**src/rtl/lease_sample_drain_if.sv**
```systemverilog
// Buffer read port and host-bound beat stream of the lease sample drain.
// The master side is the drain engine; the slave side is the RUI buffer plus host comm path.
interface lease_sample_drain_if #(
  parameter int ADDR_W = 13
);
  logic [ADDR_W-1:0] rd_addr;
  logic              rd_en;
  logic [31:0]       rd_interval;
  logic [31:0]       rd_address;
  logic [63:0]       rd_trace;
  logic [31:0]       rd_target;

  logic              m_valid;
  logic              m_ready;
  logic [159:0]      m_data;
  logic              m_last;

  modport master (
    output rd_addr, rd_en,
    input  rd_interval, rd_address, rd_trace, rd_target,
    output m_valid, m_data, m_last,
    input  m_ready
  );

  modport slave (
    input  rd_addr, rd_en,
    output rd_interval, rd_address, rd_trace, rd_target,
    input  m_valid, m_data, m_last,
    output m_ready
  );
endinterface

```
**src/rtl/lease_sample_drain.sv**
```systemverilog
// Drains the lease sampler RUI buffer into 160-bit beats, then pulses the buffer clear.
// Reads are credit-limited so the fixed-latency BRAM return can never overflow the skid FIFO.
module lease_sample_drain #(
  parameter int ADDR_W     = 13,
  parameter int RD_LATENCY = 2,
  parameter int FIFO_DEPTH = 4
) (
  input  logic                 clock_i,
  input  logic                 resetn_i,
  input  logic                 start_i,
  input  logic [31:0]          used_i,
  lease_sample_drain_if.master bus,
  output logic                 busy_o,
  output logic                 clear_o,
  output logic                 done_o,
  output logic [31:0]          beat_count_o,
  output logic [31:0]          neg_count_o
);

  localparam int PTR_W = (FIFO_DEPTH > 1) ? $clog2(FIFO_DEPTH) : 1;
  localparam int CNT_W = $clog2(FIFO_DEPTH + 1);
  localparam int LEN_W = ADDR_W + 1;
  localparam logic [31:0] CAPACITY = 32'd1 << ADDR_W;

  localparam logic [1:0] S_IDLE  = 2'd0;
  localparam logic [1:0] S_RUN   = 2'd1;
  localparam logic [1:0] S_CLEAR = 2'd2;

  typedef struct packed {
    logic         last;
    logic [159:0] data;
  } entry_t;

  logic [1:0]            state_q, state_d;
  logic [LEN_W-1:0]      len_q, len_d;
  logic [LEN_W-1:0]      issue_q, issue_d;
  logic [RD_LATENCY-1:0] lat_q, lat_d;
  logic [RD_LATENCY-1:0] lat_last_q, lat_last_d;
  entry_t                fifo_q [FIFO_DEPTH];
  entry_t                fifo_d [FIFO_DEPTH];
  logic [PTR_W-1:0]      wr_ptr_q, wr_ptr_d;
  logic [PTR_W-1:0]      rd_ptr_q, rd_ptr_d;
  logic [CNT_W-1:0]      fifo_cnt_q, fifo_cnt_d;
  logic [31:0]           beat_cnt_q, beat_cnt_d;
  logic [31:0]           neg_cnt_q, neg_cnt_d;

  logic        start_ok;
  logic        issue;
  logic        issue_last;
  logic        push;
  logic        pop;
  logic        m_valid;
  logic [31:0] credit_used;
  entry_t      head;

  function automatic logic [PTR_W-1:0] next_ptr(input logic [PTR_W-1:0] p);
    return (p == PTR_W'(FIFO_DEPTH - 1)) ? '0 : p + PTR_W'(1);
  endfunction

  // Every read in the latency pipe already owns a FIFO slot.
  always_comb begin
    credit_used = 32'(fifo_cnt_q);
    for (int i = 0; i < RD_LATENCY; i++) begin
      credit_used = credit_used + 32'(lat_q[i]);
    end
  end

  always_comb begin
    start_ok   = (state_q == S_IDLE) && start_i;
    issue      = (state_q == S_RUN) && (issue_q < len_q) &&
                 (credit_used < 32'(FIFO_DEPTH));
    issue_last = (issue_q == len_q - LEN_W'(1));
    push       = lat_q[RD_LATENCY-1];
    m_valid    = (fifo_cnt_q != '0);
    pop        = m_valid && bus.m_ready;
    head       = fifo_q[rd_ptr_q];
  end

  always_comb begin
    state_d = state_q;
    len_d   = len_q;
    issue_d = issue_q;
    case (state_q)
      S_IDLE: begin
        if (start_i) begin
          len_d   = (used_i > CAPACITY) ? LEN_W'(CAPACITY) : LEN_W'(used_i);
          issue_d = '0;
          state_d = (used_i == 32'd0) ? S_CLEAR : S_RUN;
        end
      end
      S_RUN: begin
        if (issue) begin
          issue_d = issue_q + LEN_W'(1);
        end
        // Leave as the final beat is taken so clear_o follows it by one cycle.
        if ((issue_q == len_q) && (lat_q == '0) && (fifo_cnt_d == '0)) begin
          state_d = S_CLEAR;
        end
      end
      S_CLEAR: state_d = S_IDLE;
      default: state_d = S_IDLE;
    endcase
  end

  always_comb begin
    lat_d         = lat_q;
    lat_last_d    = lat_last_q;
    lat_d[0]      = issue;
    lat_last_d[0] = issue && issue_last;
    for (int i = 1; i < RD_LATENCY; i++) begin
      lat_d[i]      = lat_q[i-1];
      lat_last_d[i] = lat_last_q[i-1];
    end
  end

  always_comb begin
    fifo_d     = fifo_q;
    wr_ptr_d   = wr_ptr_q;
    rd_ptr_d   = rd_ptr_q;
    fifo_cnt_d = fifo_cnt_q;
    if (push) begin
      fifo_d[wr_ptr_q] = {lat_last_q[RD_LATENCY-1], bus.rd_target, bus.rd_trace,
                          bus.rd_address, bus.rd_interval};
      wr_ptr_d         = next_ptr(wr_ptr_q);
    end
    if (pop) begin
      rd_ptr_d = next_ptr(rd_ptr_q);
    end
    case ({push, pop})
      2'b10:   fifo_cnt_d = fifo_cnt_q + CNT_W'(1);
      2'b01:   fifo_cnt_d = fifo_cnt_q - CNT_W'(1);
      default: fifo_cnt_d = fifo_cnt_q;
    endcase
  end

  always_comb begin
    beat_cnt_d = beat_cnt_q;
    neg_cnt_d  = neg_cnt_q;
    if (start_ok) begin
      beat_cnt_d = '0;
      neg_cnt_d  = '0;
    end else if (pop) begin
      if (beat_cnt_q != '1) begin
        beat_cnt_d = beat_cnt_q + 32'd1;
      end
      if (head.data[31] && (neg_cnt_q != '1)) begin
        neg_cnt_d = neg_cnt_q + 32'd1;
      end
    end
  end

  always_ff @(posedge clock_i or negedge resetn_i) begin
    if (!resetn_i) begin
      state_q    <= S_IDLE;
      len_q      <= '0;
      issue_q    <= '0;
      lat_q      <= '0;
      lat_last_q <= '0;
      wr_ptr_q   <= '0;
      rd_ptr_q   <= '0;
      fifo_cnt_q <= '0;
      beat_cnt_q <= '0;
      neg_cnt_q  <= '0;
      for (int i = 0; i < FIFO_DEPTH; i++) begin
        fifo_q[i] <= '0;
      end
    end else begin
      state_q    <= state_d;
      len_q      <= len_d;
      issue_q    <= issue_d;
      lat_q      <= lat_d;
      lat_last_q <= lat_last_d;
      wr_ptr_q   <= wr_ptr_d;
      rd_ptr_q   <= rd_ptr_d;
      fifo_cnt_q <= fifo_cnt_d;
      beat_cnt_q <= beat_cnt_d;
      neg_cnt_q  <= neg_cnt_d;
      for (int i = 0; i < FIFO_DEPTH; i++) begin
        fifo_q[i] <= fifo_d[i];
      end
    end
  end

  assign bus.rd_en   = issue;
  assign bus.rd_addr = issue_q[ADDR_W-1:0];
  assign bus.m_valid = m_valid;
  assign bus.m_data  = m_valid ? head.data : '0;
  assign bus.m_last  = m_valid && head.last;

  assign busy_o       = (state_q != S_IDLE);
  assign clear_o      = (state_q == S_CLEAR);
  assign done_o       = (state_q == S_CLEAR);
  assign beat_count_o = beat_cnt_q;
  assign neg_count_o  = neg_cnt_q;

  no_push_when_full: assert property (@(posedge clock_i) disable iff (!resetn_i)
    !(push && (fifo_cnt_q == CNT_W'(FIFO_DEPTH))));

endmodule

```
**src/flat_wrapper.sv**
```systemverilog
// flat-port wrapper written by rule: the top's interface ports become plain ports
module lease_sample_drain_flat 
#(
  parameter int ADDR_W     = 13,
  parameter int RD_LATENCY = 2,
  parameter int FIFO_DEPTH = 4
)
  (clock_i, resetn_i, start_i, used_i, busy_o, clear_o, done_o, beat_count_o, neg_count_o, bus_rd_addr, bus_rd_en, bus_rd_interval, bus_rd_address, bus_rd_trace, bus_rd_target, bus_m_valid, bus_m_data, bus_m_last, bus_m_ready);
  lease_sample_drain_if #(.ADDR_W(ADDR_W)) bus_i ();
  input  logic clock_i;
  input  logic resetn_i;
  input  logic start_i;
  input  logic [31:0] used_i;
  output logic busy_o;
  output logic clear_o;
  output logic done_o;
  output logic [31:0] beat_count_o;
  output logic [31:0] neg_count_o;
  output wire logic [$bits(bus_i.rd_addr)-1:0] bus_rd_addr;
  output wire logic [$bits(bus_i.rd_en)-1:0] bus_rd_en;
  input wire logic [$bits(bus_i.rd_interval)-1:0] bus_rd_interval;
  input wire logic [$bits(bus_i.rd_address)-1:0] bus_rd_address;
  input wire logic [$bits(bus_i.rd_trace)-1:0] bus_rd_trace;
  input wire logic [$bits(bus_i.rd_target)-1:0] bus_rd_target;
  output wire logic [$bits(bus_i.m_valid)-1:0] bus_m_valid;
  output wire logic [$bits(bus_i.m_data)-1:0] bus_m_data;
  output wire logic [$bits(bus_i.m_last)-1:0] bus_m_last;
  input wire logic [$bits(bus_i.m_ready)-1:0] bus_m_ready;
  assign bus_rd_addr = bus_i.rd_addr;
  assign bus_rd_en = bus_i.rd_en;
  assign bus_i.rd_interval = bus_rd_interval;
  assign bus_i.rd_address = bus_rd_address;
  assign bus_i.rd_trace = bus_rd_trace;
  assign bus_i.rd_target = bus_rd_target;
  assign bus_m_valid = bus_i.m_valid;
  assign bus_m_data = bus_i.m_data;
  assign bus_m_last = bus_i.m_last;
  assign bus_i.m_ready = bus_m_ready;
  lease_sample_drain #(.ADDR_W(ADDR_W), .RD_LATENCY(RD_LATENCY), .FIFO_DEPTH(FIFO_DEPTH)) u_core (.clock_i(clock_i), .resetn_i(resetn_i), .start_i(start_i), .used_i(used_i), .bus(bus_i), .busy_o(busy_o), .clear_o(clear_o), .done_o(done_o), .beat_count_o(beat_count_o), .neg_count_o(neg_count_o));
endmodule
```
**config.mk**
```make
export PLATFORM = sky130hd
export DESIGN_NAME = lease_sample_drain_flat
export DESIGN_NICKNAME = d
export VERILOG_FILES = /design/src/rtl/lease_sample_drain_if.sv /design/src/rtl/lease_sample_drain.sv /design/src/flat_wrapper.sv
export SDC_FILE = /design/constraint.sdc
export NUM_CORES = 1
export LEC_CHECK = 0
export BUFFER_PORTS_ARGS = -buffer_cell sky130_fd_sc_hd__buf_2
export CAP_MARGIN = 20
export CORE_UTILIZATION = 35
export DETAILED_ROUTE_END_ITERATION = 8
export PLACE_DENSITY = 0.62
export SKIP_LAST_GASP = 1
export SLEW_MARGIN = 10
export SYNTH_ARGS = -nofsm -noshare
export SYNTH_HDL_FRONTEND = slang
export SYNTH_SLANG_ARGS = --single-unit
```
**constraint.sdc**
```tcl
create_clock -name clock_i -period 3 [get_ports clock_i]
set_input_delay 0.9 -clock clock_i [delete_from_list [all_inputs] [get_ports clock_i]]
set_output_delay 0.9 -clock clock_i [all_outputs]
set_load 0.05 [all_outputs]
```
-- After elaboration in Yosys (flattened, before gate mapping)
Cells that the tools add are included.
- $add $sub $neg: 10
- multipliers: 0
- div/mod/pow operators: 0
- $lt $le $gt $ge: 6
- equality and inequality tests: 13
- shifts and indexed selects: 0
- mux-type cells: 24
- bitwise logic cells: 2
- reduce and logical (&&, ||, !) cells: 25
- operator list (cell ; number):
    644-bit bitwise mux ; 1
    161-bit 2-to-1 mux ; 3
    161-bit binary-select mux with 2-bit select ; 1
    161-bit demux with 2-bit select ; 1
    32-bit 2-to-1 mux ; 6
    160-bit 2-to-1 mux ; 1
    32-bit by 1-bit adder with 32-bit output, second input constant ; 2
    32-bit inequality test, second input constant ; 2
    14-bit 2-to-1 mux ; 3
    32-bit by 1-bit adder with 32-bit output ; 1
    32-bit by 14-bit greater-than comparator with 1-bit output, second input constant ; 1
    32-bit logical NOT ; 1
    32-bit by 3-bit < comparator with 1-bit output, second input constant ; 1
    14-bit == test ; 2
    14-bit case mux with 2 select lines ; 1
    14-bit by 1-bit adder with 14-bit output, second input constant ; 1
    14-bit < comparator ; 1
    14-bit by 1-bit subtractor with 14-bit output, second input constant ; 1
    1-bit logical AND ; 10
    2-bit 2-to-1 mux ; 5
    2-bit nonzero test ; 5
    2-bit == test, second input constant ; 4
    2-bit AND reduction ; 4
    3-bit greater-or-equal comparator, second input constant ; 2
    other kinds (15) ; 20
- register bits after elaboration: 749
- latch bits: 0
- RAM bits: 0
- bits in read-only memories: 0
- bits of input ports: 196
- output and inout bits: 243
- logic and storage cells: 98
- memories: 0

-- Longest topological paths before layout
Gate-level depths: netlist of the first run.
- word-level depth: 8
- gate-level depth with buffers: 11
- depth with buffers taken out: 11

-- Worst setup path after synthesis of the first run
OpenSTA, ideal clock, no wires.
- path type: register to output
- from: reg u_core.len_q[7]
- to: out bus_rd_en
- data arrival time: 2042 ps
- required time: 2100 ps
- setup slack: 58 ps
- cell stages (with the launch flop): 8
- path buffers: 0
- cells stage by stage: dfrtp_1 inv_1 ha_1 a21oi_1 o21ai_0 a2111oi_4 nand2_2 inv_1
- word-level cells in the longest chain between the ends: 3
- ends and longest elaborated chain (element ; line ; source):
    start, declared ; lease_sample_drain.sv:35 ; logic [LEN_W-1:0] len_q, len_d;
    start signal, assigned ; lease_sample_drain.sv:169 ; len_q <= len_d;
    14-bit < comparator ; lease_sample_drain.sv:70 ; issue = (state_q == S_RUN) && (issue_q < len_q) &&
    1-bit logical AND (2 in series) ; lease_sample_drain.sv:70 ;
    end, declared ; flat_wrapper.sv:20 ; output wire logic [$bits(bus_i.rd_en)-1:0] bus_rd_en;
Every way passes these cells.

-- Final worst setup path of the first run
- from: reg u_core.rd_ptr_q[0]
- to: out bus_m_data[109]
- word-level cells in the longest chain between the ends: 5
- ends and longest elaborated chain (element ; line ; source):
    start, declared ; lease_sample_drain.sv:42 ; logic [PTR_W-1:0] rd_ptr_q, rd_ptr_d;
    start signal, assigned ; lease_sample_drain.sv:174 ; rd_ptr_q <= rd_ptr_d;
    2-bit inverter with 3-bit output (not written as such) ; lease_sample_drain.sv:76 ; head = fifo_q[rd_ptr_q];
    161-bit binary-select mux with 2-bit select ; lease_sample_drain.sv:76 ;
    161-bit 2-to-1 mux (not written as such) (2 in series) ; lease_sample_drain.sv:76 ;
    160-bit 2-to-1 mux ; lease_sample_drain.sv:187 ; assign bus.m_data = m_valid ? head.data : '0;
    end, declared ; flat_wrapper.sv:26 ; output wire logic [$bits(bus_i.m_data)-1:0] bus_m_data;
Every way passes these cells. The select of a mux whose other input is x is not followed.

==> flow_metrics.env, run 1 <==
export IMPL_arrival_ns=2.49
export IMPL_synth_nets=2649
export IMPL_synth_cell_types=68
export IMPL_postCtsHoldBufs=0
export IMPL_outcome="finished with violations"
export IMPL_cts_buffers=86
export IMPL_syn_to_final_growth_pct=26.4
export IMPL_pre_cts_ws_ns=0.117
export IMPL_critPathLaunchType="flop"
export IMPL_synthFlopType="dfrtp_1"
export IMPL_p_leak_nw=19.2
export IMPL_ys_seq_area_share_pct=53.7
export IMPL_reg2reg_depth=11
export IMPL_post_synth_top_count_cell="dfrtp_1"
export IMPL_viasPerCell=5.13
export IMPL_fin_worst_skew_ns=0.0170
export IMPL_hold_path_class="input port to asynchronous set/reset pin"
export IMPL_r2r_end="u_core.neg_count_o[25]$_DFFE_PN0P_"
export IMPL_dpl_cell_area_um2=39500
export IMPL_h_tree_depth=3
export IMPL_switching_share_pct=39.9
export IMPL_std_cell_rows=115
export IMPL_first_pass_iters=5
export IMPL_yosysTopAreaCellShare_pct=53.7
export IMPL_endpoint_kind="primary output"
export IMPL_post_route_min_period_ns=3.39
export IMPL_dieArea_um2=101000
export IMPL_setup_ws_ns=-0.390
export IMPL_first_iter_violations=1119
export IMPL_avgSynthCellArea_um2=14.4
export IMPL_synth_edf_count=0
export IMPL_p_int_w=0.0370
export IMPL_cap_violations=0
export IMPL_dieWidth_um=318
export IMPL_violations="setup timing"
export IMPL_start_util_pct=35.4
export IMPL_antenna_left=0
export IMPL_required_ns=2.10
export IMPL_die_h_um=318
export IMPL_clock_tree_root_cell="clkbuf_16"
export IMPL_cts_tree="built"
export IMPL_cts_sinks=749
export IMPL_antenna_found_initial=17
export IMPL_finalSetupViolations=162
export IMPL_hpwl_um=58400
export IMPL_grt_max_degree=71
export IMPL_syn_inst=2426
export IMPL_critPathMaxFanout=5
export IMPL_final_cell_area_um2=44100
export IMPL_rrSetupSlack_ns=0.05
export IMPL_coreArea_um2=98600
export IMPL_hold_violations=0
export IMPL_path_clk_slew_ns=0.06
export IMPL_critPathKind="flop to primary output"
export IMPL_num_io_pins=439
export IMPL_grt_overflow=0
export IMPL_timing_fmax_ghz=0.295
export IMPL_vias=22200
export IMPL_yosysTopAreaCell="dfrtp_1"
export IMPL_ys_top_cells_by_count="dfrtp_1, mux2_2, and2_1"
export IMPL_drive_gt1_share_pct=55.3
export IMPL_async_flop_share_pct=100
export IMPL_clkPwrFrac_pct=16.4
export IMPL_pwr_share_comb_pct=55.7
export IMPL_cts_buffer_depth=3
export IMPL_pwr_density_cell_nw_per_um2=1400
export IMPL_finalWeightedCongestion=0.799
export IMPL_grt_util_all_layers_pct=17.4
export IMPL_drc=0
export IMPL_power_frac_seq_pct=27.9
export IMPL_grt_pass1_wl_um=138000
export IMPL_wl_um=88800
export IMPL_slew_violations=0
export IMPL_power_w=0.0615
export IMPL_ir_drop_mv=1.13
export IMPL_ys_ff_latch=749
export IMPL_switching_power_w=0.0245
export IMPL_grt_pass1_vias=23400
export IMPL_synthTopCellsByArea="dfrtp_1, mux2_2, mux4_2"
export IMPL_synth_area_um2=34900
export IMPL_clk_latency_ns=0.66
export IMPL_tightest_slew_ns=0.728
export IMPL_wl_per_cell_um=20.5
export IMPL_reg2reg_from="u_core.rd_ptr_q[0]$_DFFE_PN0P_"
export IMPL_fin_nets=3201
export IMPL_rsz0062_at_grt="true"
export IMPL_yosysWarnings=0
export IMPL_port_buffers=438
export IMPL_slew_headroom_pct=51.1
export IMPL_finalCritPeriodShare_pct=113
[state kept, by name, summed over array words and instances (netlist names)]
name and count:
u_core.rd_ptr_q 2, u_core.wr_ptr_q 2, u_core.fifo_q 644, u_core.lat_last_q 2, u_core.fifo_cnt_q 3, u_core.len_q 14
u_core.beat_count_o 32, u_core.issue_q 14, u_core.lat_q 2, u_core.neg_count_o 32, u_core.state_q 2
[logic make-up (layout without fill, tap and decap cells)]
kind of cell | count (synthesis) | after routing | synth area share [%]
multiplexers | 811 | 811 | 31.4
flip-flops | 749 | 749 | 53.7
AND/OR/NAND/NOR | 478 | 479 | 7.67
buffers and inverters | 189 | 800 | 2.30
AO/OA/AOI/OAI | 90 | 90 | 1.90
XOR/XNOR | 82 | 82 | 2.06
adder cells (fa/ha/maj) | 27 | 27 | 0.990
other | 0 | 13 | 0
[metrics by stage]
step                      hold WS [ns]  utilization (%)  TNS (ns)  std cells
after floorplan                  0.331                -         0       2426
after global placement           0.340             40.1         0       4126
after detailed placement         0.344             40.1         0       4126
after CTS                        0.212             43.8    -61.42       4304
after global routing             0.235             44.7    -67.88       4338
final                            0.238             44.7    -53.27       4338
[worst max-delay path by stage]
stage	start	endpoint	slack (ns)	cells past startpoint
floorplan	u_core.len_q[7]$_DFFE_PN0P_	bus_rd_en	0.06	7
finish	u_core.rd_ptr_q[0]$_DFFE_PN0P_	bus_m_data[109]	-0.39	7
detailed placement	bus_m_ready	u_core.state_q[0]$_DFFE_PN0P_	0.12	11
global route	u_core.fifo_cnt_q[0]$_DFF_PN0_	bus_rd_en	-0.49	8
CTS	u_core.rd_ptr_q[0]$_DFFE_PN0P_	bus_m_data[90]	-0.47	5
global placement	u_core.len_q[7]$_DFFE_PN0P_	bus_rd_en	0.09	8
[power by group through the flow]
| stage | registers (W) | logic, W | clock network (W) |
|---|---|---|---|
| 4_1_cts | 0.0171 | 0.0321 | 0.0104 |
| 3_5_place_dp | 0.0173 | 0.0295 | 0 |
| 3_3_place_gp | 0.0171 | 0.0292 | 0 |
| 5_1_grt | 0.0178 | 0.0360 | 0.0108 |
| 2_1_floorplan | 0.0168 | 0.0223 | 0 |
| 6_report | 0.0172 | 0.0343 | 0.0101 |
[routing by layer]
| metal | part of all wire, % | track usage [%] | vias to the layer above |
|---|---|---|---|
| li1 | - | - | 9960 |
| met1 | 44 | 22.7 | 11700 |
| met2 | 49 | 28.8 | 419 |
| met3 | 3.6 | 3.17 | 158 |
| met4 | 3.3 | 6.54 | 6 |
| met5 | 0.039 | 0 | - |
[worst max-delay path: stages, from the launching register on]
cell	delay, ns
dfrtp_4	0.51
buf_4	0.15
buf_6	0.12
buf_16	0.14
buf_16	0.14
mux4_2	0.46
and2_4	0.17
buf_8	0.14
[layout by cell type, fill, tap and decap left out, types with 13 or more instances in the layout]
master / n
and3_1: 17
a21oi_1: 18
and2_4: 88
o21ai_0: 23
diode_2: 13
mux2_2: 644
nor3_1: 14
inv_1: 27
ha_1: 26
buf_6: 83
buf_12: 40
xor2_1: 54
nand2_1: 60
nor2_1: 84
and2_1: 79
nand4_1: 38
xnor2_1: 28
buf_4: 143
clkbuf_16: 93
clkbuf_8: 16
buf_2: 312
nand3_1: 41
dfrtp_1: 745
mux4_2: 161
clkbuf_1: 22
buf_8: 20
[layout make-up]
cell class / count / area [um2]
fillers: 8904 / 54500
clock inverters: 23 / 221
well taps: 1287 / 1610
multi-input cells: 1489 / 15600
repair buffers: 623 / 5250
flip-flops and latches: 749 / 18800
diodes: 13 / 32.5
inverters: 29 / 109
clock buffers: 125 / 2480
[timing repair]
item | in CTS | in global routing
buffers inserted | 24 | 14
resized for setup | 181 | 217
pin swaps | 9 | 8
cloned | 7 | 7
endpoints found under the setup margin | 162 | 163
No activity file was read; power rests on OpenSTA's default activity.
==> run 2: changes to the inputs <==
--- a/config.mk
+++ b/config.mk
@@ -7,9 +7,11 @@
 export LEC_CHECK = 0
 export BUFFER_PORTS_ARGS = -buffer_cell sky130_fd_sc_hd__buf_2
 export CAP_MARGIN = 20
+export CELL_PAD_IN_SITES_DETAIL_PLACEMENT = 0
+export CELL_PAD_IN_SITES_GLOBAL_PLACEMENT = 1
 export CORE_UTILIZATION = 35
 export DETAILED_ROUTE_END_ITERATION = 8
-export PLACE_DENSITY = 0.62
+export PLACE_DENSITY = 0.7
 export SKIP_LAST_GASP = 1
 export SLEW_MARGIN = 10
 export SYNTH_ARGS = -nofsm -noshare
==> constraint.sdc (replaced) <==
create_clock -name clock_i -period 4.1 [get_ports clock_i]
set_input_delay 1.23 -clock clock_i [delete_from_list [all_inputs] [get_ports clock_i]]
set_output_delay 1.23 -clock clock_i [all_outputs]
set_load 0.05 [all_outputs]
==> flow_metrics.env, run 2 (synthesis results as in run 1) <==
export IMPL_outcome="completed"
export IMPL_clock_tree_root_cell="clkbuf_16"
export IMPL_grt_overflow=0
export IMPL_final_common_cell="dfrtp_1"
export IMPL_post_route_util_pct=42.4
export IMPL_p_leak_nw=18.1
export IMPL_fin_worst_skew_ns=0.0197
export IMPL_cp_top_family="buffers and inverters"
export IMPL_antenna_found_initial=19
export IMPL_drc=0
export IMPL_pre_cts_ws_ns=0.638
export IMPL_cts_setup_buffers=0
export IMPL_register_area_um2=18800
export IMPL_required_ns=2.87
export IMPL_endpoint_kind="primary output"
export IMPL_dieWidth_um=318
export IMPL_drive_gt1_share_pct=50.6
export IMPL_postCtsHoldBufs=0
export IMPL_ir_drop_mv=1.01
export IMPL_critPathMaxFanout=56
export IMPL_dp_cells=4060
export IMPL_first_pass_iters=5
export IMPL_coreArea_um2=98600
export IMPL_timing_fmax_ghz=0.252
export IMPL_cts_buffer_depth=3
export IMPL_grt_pass1_wl_um=145000
export IMPL_worst_path_buf_inv=2
export IMPL_post_route_min_period_ns=3.97
export IMPL_cts_buffers=85
export IMPL_hold_path_class="flop to flop"
export IMPL_regMostFlops="u_core.fifo_q"
export IMPL_tightest_slew_ns=0.907
export IMPL_grt_util_all_layers_pct=18.4
export IMPL_clk_latency_ns=0.65
export IMPL_slew_headroom_pct=39.5
export IMPL_n_fill_cell=8968
export IMPL_viasPerCell=5.18
export IMPL_arrival_ns=2.74
export IMPL_multi_input_area_um2=15400
export IMPL_syn_to_final_growth_pct=19.9
export IMPL_wl_per_cell_um=21.7
export IMPL_hold_violations=0
export IMPL_cap_violations=0
export IMPL_finalCritPeriodShare_pct=96.9
export IMPL_fin_nets=3083
export IMPL_setup_ws_ns=0.129
export IMPL_start_util_pct=35.4
export IMPL_first_iter_violations=968
export IMPL_cts_sinks=749
export IMPL_h_tree_depth=3
export IMPL_largest_reg_flops=644
export IMPL_critPathKind="flop to primary output"
export IMPL_vias=21900
export IMPL_rsz0062_at_grt="true"
export IMPL_hpwl_um=61100
export IMPL_finalSetupViolations=0
export IMPL_critPathLaunchType="flop"
export IMPL_pwr_density_cell_nw_per_um2=1000
export IMPL_grt_max_degree=98
export IMPL_finalWeightedCongestion=0.832
export IMPL_die_h_um=318
export IMPL_wl_um=91700
export IMPL_cp_cell_sequence="buf_12, mux4_2, and2_1, buf_2"
export IMPL_path_clk_slew_ns=0.06
export IMPL_cts_tree="built"
export IMPL_layout_cells_non_filler=4226
export IMPL_slew_violations=0
export IMPL_antenna_left=0
export IMPL_std_cell_rows=115
export IMPL_grt_pass1_vias=24700
export IMPL_crit_slowest_cell="dfrtp_4"
export IMPL_final_cell_mix="dfrtp_1, mux2_2, buf_2"
export IMPL_port_buffers=438
export IMPL_num_io_pins=439
export IMPL_critPathMaxStageDelay_ns=0.57
export IMPL_dieArea_um2=101000
export IMPL_power_w=0.0418
run 2: changes by cell type in the layout (fill, tap and decap cells not counted), sizes merged:
cell,before,now
or3,5,4
clkinvlp,4,2
inv,31,30
buf,610,507
bufbuf,2,0
bufinv,1,7
clkbuf,136,127
diode,13,11
clkinv,16,18
run 2: power by group:
group	internal, W	total, W	switching (W)
Sequential	0.0109	0.0128	0.00196
Combinational	0.00861	0.0211	0.0125
Clock	0.00479	0.00788	0.00309
run 2: worst reg2reg max path: stages (launching register included):
cell     delay [ns]
dfrtp_4        0.59
buf_16         0.24
mux4_2         0.51
a21oi_4        0.13
nor4_4         0.72
nand4_1        0.24
xor2_1         0.18
nor2_1         0.07
run 2: through the flow:
step	instance area (um2)	hold WS (ns)	TNS [ns]
finish	41800	0.377	0
global route	41800	0.398	-0.239
CTS	41800	0.393	0
detailed placement	38900	0.373	0
global placement	38900	0.375	0
floorplan	34900	0.331	0
run 2: per-layer routing:
metal	vias to the layer above	wire (um)	track usage, %	share of wire [%]
li1	9711	-	-	-
met1	11500	37300	22.0	41
met2	491	47500	32.5	52
met3	161	3870	3.65	4.2
met4	12	2920	6.81	3.2
met5	-	69	0	0.075
run 2: area by class of cell:
cell class / count / share of cell area, %
diodes: 11 / 0.0658
clock buffers: 127 / 6.17
clock inverters: 28 / 0.837
inverters: 29 / 0.260
multi-input cells: 1488 / 36.8
flip-flops and latches: 749 / 44.8
well taps: 1287 / 3.85
repair buffers: 507 / 7.21
run 2: worst paths after layout:
check                                                from                                 end  slack (ns)  depth (start not counted)
min in group asynchronous                        resetn_i       u_core.fifo_q[91]$_DFFE_PN0P_        0.59                          1
setup reg to reg           u_core.rd_ptr_q[0]$_DFFE_PN0P_  u_core.neg_count_o[15]$_DFFE_PN0P_        1.28                          7
hold reg to reg            u_core.lat_last_q[0]$_DFF_PN0_      u_core.lat_last_q[1]$_DFF_PN0_        0.38                          0
hold / removal             u_core.lat_last_q[0]$_DFF_PN0_      u_core.lat_last_q[1]$_DFF_PN0_        0.38                          0
max in group asynchronous                        resetn_i      u_core.fifo_q[205]$_DFFE_PN0P_        2.46                          3
setup / recovery           u_core.rd_ptr_q[0]$_DFFE_PN0P_                      bus_m_data[90]        0.13                          4
run 2: repair_timing:
action	CTS	global route
gates cloned	0	0
setup endpoints to repair	1	20
resized for setup	2	3
==> run 3: changes to the inputs <==
--- a/config.mk
+++ b/config.mk
@@ -7,11 +7,9 @@
 export LEC_CHECK = 0
 export BUFFER_PORTS_ARGS = -buffer_cell sky130_fd_sc_hd__buf_2
 export CAP_MARGIN = 20
-export CELL_PAD_IN_SITES_DETAIL_PLACEMENT = 0
-export CELL_PAD_IN_SITES_GLOBAL_PLACEMENT = 1
 export CORE_UTILIZATION = 35
 export DETAILED_ROUTE_END_ITERATION = 8
-export PLACE_DENSITY = 0.7
+export PLACE_DENSITY = 0.62
 export SKIP_LAST_GASP = 1
 export SLEW_MARGIN = 10
 export SYNTH_ARGS = -nofsm -noshare
==> flow_metrics.env, run 3 (synthesis results as in run 1) <==
export IMPL_switching_power_w=0.0173
export IMPL_antenna_left=0
export IMPL_grt_pass1_vias=23100
export IMPL_register_area_um2=18800
export IMPL_reg2reg_depth=7
export IMPL_rsz0062_at_grt="false"
export IMPL_viasPerCell=5.13
export IMPL_slew_headroom_pct=35.4
export IMPL_grt_util_all_layers_pct=17.0
export IMPL_critPathKind="flop to primary output"
export IMPL_fin_worst_skew_ns=0.0229
export IMPL_n_fill_cell=9089
export IMPL_wl_um=85900
export IMPL_cts_buffers=87
export IMPL_arrival_ns=2.71
export IMPL_coreArea_um2=98600
export IMPL_slew_violations=0
export IMPL_fin_setup_tns_ns=0
export IMPL_clkPwrFrac_pct=18.6
export IMPL_clk_latency_ns=0.64
export IMPL_switching_share_pct=41.5
export IMPL_regMostFlops="u_core.fifo_q"
export IMPL_endpoint_kind="primary output"
export IMPL_finalCritPeriodShare_pct=96.2
export IMPL_largest_reg_flops=644
export IMPL_vias=21700
export IMPL_hold_path_class="flop to flop"
export IMPL_post_route_min_period_ns=3.94
export IMPL_multi_input_area_um2=15400
export IMPL_dp_cells=4070
export IMPL_drc=0
export IMPL_drive_gt1_share_pct=50.8
export IMPL_h_tree_depth=3
export IMPL_path_clk_slew_ns=0.06
export IMPL_dieArea_um2=101000
export IMPL_hpwl_um=57300
export IMPL_p_leak_nw=18.2
export IMPL_p_int_w=0.0243
export IMPL_dieWidth_um=318
export IMPL_tightest_slew_ns=0.969
export IMPL_final_common_cell="dfrtp_1"
export IMPL_first_iter_violations=1228
export IMPL_fin_nets=3098
export IMPL_syn_to_final_growth_pct=20.3
export IMPL_required_ns=2.87
export IMPL_min_delay_start="u_core.lat_last_q[0]$_DFF_PN0_"
export IMPL_cts_buffer_depth=3
export IMPL_finalWeightedCongestion=0.826
export IMPL_cap_violations=0
export IMPL_postCtsHoldBufs=0
export IMPL_critPathLaunchType="flop"
export IMPL_std_cell_rows=115
export IMPL_critPathMaxFanout=5
export IMPL_grt_pass1_wl_um=136000
export IMPL_num_io_pins=439
export IMPL_cts_sinks=749
export IMPL_hold_depth=0
export IMPL_ir_drop_mv=0.848
export IMPL_final_cell_mix="dfrtp_1, mux2_2, buf_2"
export IMPL_startpoint="u_core.len_q[7]$_DFFE_PN0P_"
export IMPL_wl_per_cell_um=20.3
export IMPL_timing_fmax_ghz=0.254
export IMPL_antenna_found_initial=11
export IMPL_first_pass_iters=5
export IMPL_layout_cells_non_filler=4230
export IMPL_outcome="completed"
export IMPL_pwr_density_cell_nw_per_um2=990
export IMPL_hold_slack_ns=0.348
export IMPL_clock_tree_root_cell="clkbuf_16"
export IMPL_reg2reg_from="u_core.rd_ptr_q[0]$_DFFE_PN0P_"
export IMPL_power_frac_seq_pct=30.7
export IMPL_grt_overflow=0
export IMPL_start_util_pct=35.4
export IMPL_hold_violations=0
export IMPL_cts_tree="built"
export IMPL_finalSetupViolations=0
export IMPL_port_buffers=438
export IMPL_grt_max_degree=70
export IMPL_die_h_um=318
export IMPL_pwr_share_comb_pct=50.7
[run 3: path summary, 6_finish.rpt]
kind | endpoint | slack (ns)
setup / recovery | bus_rd_en | 0.16
hold / removal | u_core.lat_last_q[1]$_DFF_PN0_ | 0.35
setup reg to reg | u_core.neg_count_o[25]$_DFFE_PN0P_ | 1.32
hold reg to reg | u_core.lat_last_q[1]$_DFF_PN0_ | 0.35
max in group asynchronous | u_core.fifo_q[463]$_DFFE_PN0P_ | 2.48
min in group asynchronous | u_core.fifo_q[401]$_DFFE_PN0P_ | 0.59
[run 3: stage by stage]
stage                     power (W)  setup slack, ns  util, %  area, um2
after floorplan              0.0286            0.828        -      34900
after global placement       0.0337            0.519     39.6      39000
after detailed placement     0.0340            0.510     39.6      39000
after CTS                    0.0420          -0.0572     42.5      41900
after global routing         0.0436           0.0154     42.6      42000
final                        0.0416            0.157     42.6      42000
[run 3: repair_timing]
item | CTS | global route
endpoints found under the hold margin | 0 | 0
pin swaps | 1 | 1
gates resized for setup | 2 | 5
buffers inserted | 1 | 2
setup endpoints to repair | 106 | 1
[run 3: cell type report]
class	instances	area share, %
clock buffer	130	6.27
antenna	6	0.0358
clock inverter	21	0.560
tap	1287	3.84
multi-input combinational	1488	36.7
timing repair buffer	520	7.70
inverter	29	0.268
sequential	749	44.7
[run 3: worst max-delay path, cell delays in order (launching register included)]
cell and delay, ns:
dfrtp_2 0.44, inv_1 0.12, ha_1 0.25, a21oi_1 0.15, o21ai_1 0.16, a2111oi_4 0.46
nand2_2 0.13, clkinvlp_4 0.18, buf_6 0.18
[run 3: power by group through the flow]
stage	sequential (W)	combinational, W	clock, W
after floorplan	0.0123	0.0163	0
after global placement	0.0127	0.0210	0
after detailed placement	0.0129	0.0212	0
after CTS	0.0127	0.0213	0.00799
after global routing	0.0132	0.0222	0.00825
final	0.0127	0.0211	0.00774
[run 3: layer usage]
metal	global-route usage [%]	part of all wire [%]	routed length, um	vias to the layer above
met4	5.60	2.6	2270	8
met1	21.7	43	37200	11500
li1	-	-	-	9722
met3	2.89	3.5	2970	130
met2	29.3	51	43400	394
met5	0	0.056	48	-
